===== src/rtl/fetch_unit.sv =====
// Instruction fetch stage: owns the PC, issues one imem request at a time
// and buffers the returned word for decode.
// Ports:
//   clk, rst_n                 clock, async active-low reset
//   imem_req_valid/ready/addr  fetch request handshake, addr = pc
//   imem_rsp_valid/data        one-cycle response pulse with the word
//   redirect_valid/target      taken branch / JAL / JALR from execute
//   if_valid/ready/instr/pc    output buffer towards decode
//   fetch_fault                sticky misaligned-redirect flag
module fetch_unit #(
    parameter logic [31:0] RESET_PC = 32'h0000_0000
) (
    input  logic        clk,
    input  logic        rst_n,
    output logic        imem_req_valid,
    input  logic        imem_req_ready,
    output logic [31:0] imem_req_addr,
    input  logic        imem_rsp_valid,
    input  logic [31:0] imem_rsp_data,
    input  logic        redirect_valid,
    input  logic [31:0] redirect_target,
    output logic        if_valid,
    input  logic        if_ready,
    output logic [31:0] if_instr,
    output logic [31:0] if_pc,
    output logic        fetch_fault
);

    localparam logic [31:0] NOP = 32'h0000_0013;

    typedef enum logic [2:0] {
        S_IDLE,
        S_REQ,
        S_WAIT,
        S_DROP,
        S_HALT
    } state_t;

    state_t      state;
    state_t      state_nx;
    logic [31:0] pc;
    logic [31:0] pc_nx;
    logic [31:0] instr_nx;
    logic [31:0] ipc_nx;
    logic        valid_nx;
    logic        fault_nx;
    logic        buf_free;
    logic        req_fire;
    logic        consume;
    logic        redirect;
    logic        misaligned;

    assign buf_free       = !if_valid || if_ready;
    assign imem_req_valid = (state == S_REQ) && buf_free;
    assign imem_req_addr  = pc;
    assign req_fire       = imem_req_valid && imem_req_ready;
    assign consume        = if_valid && if_ready;
    assign redirect       = redirect_valid && (state != S_HALT);
    assign misaligned     = redirect_target[1:0] != 2'b00;

    always_comb begin
        state_nx = state;
        pc_nx    = pc;
        instr_nx = if_instr;
        ipc_nx   = if_pc;
        valid_nx = if_valid;
        fault_nx = fetch_fault;

        if (consume) begin
            valid_nx = 1'b0;
        end

        unique case (state)
            S_IDLE: state_nx = S_REQ;
            S_REQ: begin
                if (req_fire) begin
                    state_nx = S_WAIT;
                end
            end
            S_WAIT: begin
                if (imem_rsp_valid) begin
                    instr_nx = imem_rsp_data;
                    ipc_nx   = pc;
                    valid_nx = 1'b1;
                    pc_nx    = pc + 32'd4;
                    state_nx = S_REQ;
                end
            end
            S_DROP: begin
                if (imem_rsp_valid) begin
                    state_nx = S_REQ;
                end
            end
            S_HALT: begin
            end
            default: state_nx = S_HALT;
        endcase

        // Redirect overrides any capture decided above.
        if (redirect) begin
            valid_nx = 1'b0;
            if (misaligned) begin
                fault_nx = 1'b1;
                state_nx = S_HALT;
            end else begin
                pc_nx    = redirect_target;
                instr_nx = NOP;
                unique case (state)
                    S_REQ:
                        state_nx = req_fire ? S_DROP : S_REQ;
                    // A response arriving now retires the stale
                    // request, so nothing is left to drop.
                    S_WAIT, S_DROP:
                        state_nx = imem_rsp_valid ? S_REQ : S_DROP;
                    default:
                        state_nx = S_REQ;
                endcase
            end
        end
    end

    always_ff @(posedge clk or negedge rst_n) begin
        if (!rst_n) begin
            state       <= S_IDLE;
            pc          <= RESET_PC;
            if_valid    <= 1'b0;
            if_instr    <= NOP;
            if_pc       <= RESET_PC;
            fetch_fault <= 1'b0;
        end else begin
            state       <= state_nx;
            pc          <= pc_nx;
            if_valid    <= valid_nx;
            if_instr    <= instr_nx;
            if_pc       <= ipc_nx;
            fetch_fault <= fault_nx;
        end
    end

endmodule


===== config.mk =====
export PLATFORM = sky130hd
export DESIGN_NAME = fetch_unit
export DESIGN_NICKNAME = d
export VERILOG_FILES = /design/src/rtl/fetch_unit.sv
export SDC_FILE = /design/constraint.sdc
export NUM_CORES = 1
export LEC_CHECK = 0
export CAP_MARGIN = 15
export CORE_UTILIZATION = 57
export CTS_CLUSTER_DIAMETER = 50
export DETAILED_ROUTE_END_ITERATION = 7
export DONT_BUFFER_PORTS = 1
export PLACE_DENSITY = 0.75
export SYNTH_ARGS = -nofsm -noshare
export SYNTH_HDL_FRONTEND = slang
export SYNTH_SLANG_ARGS = --single-unit
export TNS_END_PERCENT = 1

===== constraint.sdc =====
create_clock -name clk -period 2.11 [get_ports clk]
set_clock_uncertainty 0.2 [all_clocks]
set_input_delay 0.422 -clock clk [delete_from_list [all_inputs] [get_ports clk]]
set_output_delay 0.422 -clock clk [all_outputs]
set_load 0.02 [all_outputs]

[Word-level counts from Yosys, hierarchy flattened]
Index checks and enable logic that the tools add are counted.
Storage, ports and cells
  register bits after elaboration: 101
  latch bits: 0
  RAM bits: 0
  memory bits (read-only): 0
  input bits: 70
  output and inout port bits: 99
  word-level logic and storage cells: 47
  memories kept: 0
Operators by class
  $add $sub $neg: 1
  multiply operators: 0
  div/mod/pow operators: 0
  $lt $le $gt $ge: 0
  equal/unequal tests: 8
  shift-type cells: 0
  multiplexer cells: 20
  bitwise operators: 0
  reduce and logical (&&, ||, !) cells: 12
Operators with widths (number)
  $mux 32: 8
  $add 32x3->32 const B: 1
  $mux 3: 4
  $pmux 3 s4: 1
  $eq 3x2->1 const B: 2
  $ne 3x3->1 const B: 2
  $logic_and 1x1->1: 4
  $mux 1: 4
  $mux 2: 2
  $pmux 2 s2: 1
  $reduce_and 2->1: 2
  $eq 3x1->1 const B: 1
  $eq 3x3->1 const B: 1
  $logic_not 3->1: 1
  $ne 3x1->1 const B: 1
  $reduce_and 3->1: 1
  $ne 2x2->1 const B: 1
  $reduce_bool 2->1: 1
  $reduce_or 2->1: 1
  $logic_not 1->1: 1
  $logic_or 1x1->1: 1

[Depth between registers and ports, before layout]
Gate-level depths: netlist (run 1).
  depth in word-level cells: 8
  depth in mapped cells: 6
  depth with buffers taken out: 6

[Worst setup path after synthesis (run 1)]
No wires, ideal clock.
  kind: reg2reg
  start point: reg pc[11] (netlist: imem_req_addr[11])
  end point: reg pc[29] (netlist: imem_req_addr[29])
  data arrival time: 1.709 ns
  required time: 1.790 ns
  setup slack: 0.082 ns
  stages on the path, launching flop included: 6
  buffers on the path: 0
  path through: dfrtp_1 nand4_1 or4_4 nor2_1 nand4_1 a31o_1
Between the ends
  cells in the longest elaborated chain, start to end: 5
RTL lines
  from (decl): RTL line 41  | logic [31:0] pc;
  from (signal assigned): RTL line 132  | pc <= pc_nx;
  $add 32x3->32 *: RTL line 85  | pc_nx = pc + 32'd4;
  $mux 32 *: RTL line 81  | if (imem_rsp_valid) begin
  $mux 32 *: RTL line 73  | unique case (state)
  $mux 32: RTL line 102  | if (misaligned) begin
  $mux 32 *: RTL line 100  | if (redirect) begin
  named net pc_nx[29]: RTL line 42  | logic [31:0] pc_nx;
The timed path passes the listed nets; every way through them passes the cells marked *.
A chain may end at the register's enable or synchronous reset.

[Final worst setup path (run 1)]
  start point: reg state[2]
  end point: reg pc[29] (netlist: imem_req_addr[29])
Between the ends
  cells in the longest elaborated chain, start to end: 4
RTL lines
  from (decl): RTL line 39  | state_t state;
  from (signal assigned): RTL line 131  | state <= state_nx;
  $eq 3x2->1: RTL line 73
  $mux 32: RTL line 73
  $mux 32: RTL line 102
  $mux 32 *: RTL line 100
  named net pc_nx[29]: RTL line 42
Marked as above.

==> flow_summary.ini, run 1 <==
[status]
outcome = finished with violations
violations = hold timing

[placement]
port_buffers = 0
dpl_worst_slack_ns = 0.0614
dp.cells = 608
dpl_cell_area_mm2 = 0.00479
gp_congestion = 0.848
place_hpwl_um = 7460

[clock_tree]
cts_buffers = 9
cts.clk_slew.worst_paths_ns = 0.09
postCtsSetupBuffers = 0
cts_tree = yes
cts.path.max_buffers = 2
clock-root-buffer = clkbuf_8
cts_max_level = 3
cts_sinks = 101
worstSkewPairLatency_ns = 0.36

[routing]
wirelength_um = 11500
avgViaCountPerCell = 5.57
drt-initial-drc-count = 251
drtPass1Iterations = 5
post_drt_wl_per_cell_um = 16.9
drc = 0
num_vias = 3782
antenna_left = 0

[sta]
max_slew_margin = 0.656
period_minus_slack_ns = 2.08
setup_tns_ns = 0
setup_viol = 0
finalCritPeriodShare = 0.984
drv_slew = 0
rsz0062_at_grt = true
fmax_mhz = 482
tightest_slew_ns = 0.517
setup_ws_ns = 0.0340
timing.hold.ws_ns = -0.454
hold_viol_final = 101

[setup_path]
setup.worst_path.start_class = flip-flop
r2r_start = state[2]$_DFFE_PN0P_
cp_max_fo = 6
crit_buf_inv = 0
worst-setup-path-type = flip-flop to flip-flop
crit_start = state[2]$_DFFE_PN0P_
critPathCaptureType = flip-flop
crit_arrival_ns = 2.12
crit_slowest_cell = or4_4
critPathRequiredTime_ns = 2.16
slowest_delay_ns = 0.56
path_delay_family = simple AND/OR/NAND/NOR gates
path_cells = nand4bb_4 > or4_4 > nor2_1 > nand4_1 > a31o_1

[logic_synthesis]
yosys.cell_types.count = 41
synthesis.nets = 569
async_flop_share = 1.00
ys_seq_area_frac = 0.564
yosysTopAreaCell = dfrtp_1
synth.most_common_cell = nand2_1
synthTopCellsByCount = 198 x nand2_1, 98 x dfrtp_1, 35 x a21oi_1
synth_ff_type = dfrtp_1
synthCells = 498
syn_area_per_cell_um2 = 9.02
synth_seq_cells = 101
ys_top_cells_by_area = dfrtp_1 55%, nand2_1 17%, a21oi_1 3.9%
yosysWarnings = 0
synth_top_area_frac = 0.546
synth_edf_count = 0
synthesis.area_mm2 = 0.00449

[final_layout]
drive_gt1_frac = 0.113
final_area_mm2 = 0.00553
nets = 643
stdcell_count = 679
area_growth_pct = 23.1
num_antenna_cells = 0
fillers = 603

[floorplanning]
die_area_mm2 = 0.00824
num_rows = 32
ios = 169
fp.dieH_um = 90.8
die_w_um = 90.8
core_mm2 = 0.00769
initial_core_util = 0.584

[grt]
antenna_found_initial = 0
overflow = 0
grt_max_degree = 102
grt_usage = 0.290
grt_pass1_wl_um = 18800
grt_pass1_vias = 3814

[pwr]
cellLeakagePower_nw = 2.51
vdd_ir_drop_max_v = 0.000501
p_per_area_mw_per_mm2 = 1020

[hold_path]
hp-class = input port to asynchronous set/reset pin

[run]
maxCapViolCount = 0
## cell type report
cell class              instances  area [um2]  share of cell area
repair buffers                 90         830               0.150
clock buffers                  11         141              0.0256
inverters                       2        7.51             0.00136
clock inverters                 5        36.3             0.00657
flip-flops and latches        101        2530               0.458
multi-input cells             368        1850               0.335
well taps                     102         128              0.0231
## registers in the layout, indices dropped and copies added (netlist names)
register,flops
fetch_fault,1
if_instr,32
if_pc,32
if_valid,1
imem_req_addr,32
state,3
## power by group
group | total (mW) | switching [mW] | internal, mW
Sequential | 2.79 | 0.497 | 2.30
Clock | 1.12 | 0.658 | 0.462
Combinational | 1.70 | 0.995 | 0.710
## stage by stage
step                utilization  power [mW]
global placement          0.623        4.36
finish                    0.719        5.62
detailed placement        0.623        4.43
floorplan                     -        3.76
global route              0.719        5.90
CTS                       0.716        5.63
## logic make-up (layout without fill, tap and decap cells)
logic type / after synthesis / count (layout) / share of synthesized area
simple gates: 270 / 270 / 0.273
flops: 101 / 101 / 0.564
buf+inv: 29 / 108 / 0.0254
xor+xnor: 27 / 27 / 0.0527
fa+ha+maj: 1 / 1 / 0.00279
compound gates: 70 / 70 / 0.0830
## layout by cell type, fill, tap and decap left out, types with 10 or more instances in the layout
cell	n
a21oi_1	35
o21ai_1	26
dfrtp_1	97
clkbuf_8	10
nor2_1	15
nand3_1	12
xnor2_1	18
buf_4	33
dlygate4sd3_1	55
nand2_1	198
## metal layers
layer / track usage / wire, um / vias to the layer above
met3: 0.0614 / 739 / 27
met2: 0.475 / 5710 / 148
met4: 0.138 / 293 / 0
met1: 0.368 / 4720 / 1831
met5: 0 / 0 / -
li1: - / - / 1776
## timing repair
item / CTS / global route
hold buffers: 54 / 1
endpoints found under the hold margin: 155 / 102
gates resized for setup: 0 / 3
setup endpoints to repair: 0 / 4
## path summary, 6_finish.rpt
check | to | slack [ns] | depth (start not counted)
max in group asynchronous | if_instr[1]$_DFF_PN1_ | 1.95 | 0
min | if_instr[2]$_DFF_PN0_ | -0.45 | 0
max reg2reg | imem_req_addr[29]$_DFF_PN0_ | 0.03 | 5
min in group clk | imem_req_addr[27]$_DFF_PN0_ | 0.02 | 2
min reg2reg | if_instr[4]$_DFF_PN1_ | 0.35 | 2
max | imem_req_addr[29]$_DFF_PN0_ | 0.03 | 5
Power figures use the tool's default switching activity.
==> run 2: changes to the inputs <==
- SKIP_CTS_REPAIR_TIMING: unset -> 1
- TNS_END_PERCENT: 1 -> unset
==> run 2 against run 1 <==
  * The flow still finishes with violations (hold timing)
  * Register-to-register slack is essentially flat
  * Worst hold slack lost 0.0068 ns
  * Sequential share of layout area grew 0.40 points
  * Setup slack lost 0.0036 ns
  * Core utilization fell by 0.62 points
  * Sequential cell count unchanged
  * Routed wire length up 0.27%
==> flow_summary.ini, run 2 (same netlist as run 1, synthesis figures left out) <==
[status]
outcome = finished with violations
violations = hold timing

[clock_tree]
cts.clk_slew.worst_paths_ns = 0.09
cts_max_level = 3
cts.path.max_buffers = 2
cts_tree = yes
clock-root-buffer = clkbuf_8
cts_sinks = 101
worstSkewPairLatency_ns = 0.36
cts_buffers = 9

[final_layout]
drive_gt1_frac = 0.115
num_antenna_cells = 0
final_area_mm2 = 0.00548
final_common_cell = nand2_1
area_growth_pct = 22.0
final_cell_mix = 198 x nand2_1, 97 x dfrtp_1, 50 x dlygate4sd3_1
fillers = 605
nets = 638
stdcell_count = 674

[routing]
num_vias = 3767
post_drt_wl_per_cell_um = 17.0
drc = 0
avgViaCountPerCell = 5.59
wirelength_um = 11500
drtPass1Iterations = 4
antenna_left = 0
drt-initial-drc-count = 225

[setup_path]
worst-setup-path-type = flip-flop to flip-flop
critPathRequiredTime_ns = 2.16
setup.worst_path.start_class = flip-flop
r2r_cells = 5
cp_max_fo = 6
crit_arrival_ns = 2.13
critPathCaptureType = flip-flop

[sta]
period_minus_slack_ns = 2.08
rsz0062_at_grt = true
timing.hold.ws_ns = -0.461
drv_slew = 0
tightest_slew_ns = 0.517
hold_viol_final = 103
max_slew_margin = 0.655
setup_viol = 0
setup_tns_ns = 0
fmax_mhz = 481
finalCritPeriodShare = 0.986

[placement]
place_hpwl_um = 7460
port_buffers = 0
gp_congestion = 0.848
dpl_cell_area_mm2 = 0.00479
dp.cells = 608

[grt]
grt_max_degree = 102
antenna_found_initial = 0
grt_usage = 0.271
grt_pass1_vias = 3481
overflow = 0
grt_pass1_wl_um = 17600

[pwr]
vdd_ir_drop_max_v = 0.000499
cellLeakagePower_nw = 2.49
total_power_mw = 5.60
p_per_area_mw_per_mm2 = 1020

[floorplanning]
die_area_mm2 = 0.00824
fp.dieH_um = 90.8
num_rows = 32
core_mm2 = 0.00769
ios = 169
initial_core_util = 0.584
die_w_um = 90.8

[hold_path]
hp-class = input port to asynchronous set/reset pin

[run]
maxCapViolCount = 0
==> run 2: power by group <==
group	total [mW]	internal (mW)	switching [mW]	leakage, nW
Combinational	1.70	0.704	0.995	1.08
Sequential	2.79	2.29	0.490	1.34
Clock	1.12	0.461	0.657	0.0815
Total	5.60	3.46	2.14	2.49
==> run 2: layout make-up <==
cell class              count  area, um2  share of cell area
clock buffers              11        141              0.0258
clock inverters             5       36.3             0.00662
inverters                   2       7.51             0.00137
multi-input cells         368       1850               0.338
flip-flops and latches    101       2530               0.462
well taps                 102        128              0.0233
repair buffers             85        779               0.142
==> run 2: final timing paths <==
kind	start	endpoint	slack, ns
setup reg to reg	state[2]$_DFFE_PN0P_	imem_req_addr[30]$_DFF_PN0_	0.03
max in group asynchronous	rst_n	if_instr[1]$_DFF_PN1_	1.98
setup / recovery	state[2]$_DFFE_PN0P_	imem_req_addr[30]$_DFF_PN0_	0.03
hold reg to reg	if_instr[0]$_DFF_PN1_	if_instr[0]$_DFF_PN1_	0.35
min in group clk	redirect_target[25]	imem_req_addr[25]$_DFF_PN0_	-0.01
hold / removal	rst_n	if_instr[2]$_DFF_PN0_	-0.46
==> run 2: metrics by stage <==
| stage | worst slack [ns] | utilization |
|---|---|---|
| floorplan | 0.0817 | - |
| global placement | 0.122 | 0.623 |
| detailed placement | 0.0614 | 0.623 |
| CTS | 0.0176 | 0.646 |
| global route | -0.0340 | 0.713 |
| finish | 0.0304 | 0.713 |
==> run 2: worst max-delay path: stages (launching register included) <==
cell and delay [ns]:
dfrtp_1 0.45, nand4bb_4 0.24, or4_4 0.56, nor3_4 0.23, and4_1 0.22, o21ai_1 0.07
==> run 2: routing by layer <==
layer / part of all wire / vias to the layer above / routed length, um / global-route usage
li1: - / 1765 / - / -
met1: 0.41 / 1829 / 4770 / 0.353
met2: 0.49 / 147 / 5640 / 0.436
met3: 0.067 / 26 / 773 / 0.0623
met4: 0.027 / 0 / 307 / 0.118
met5: 0 / - / 0 / 0
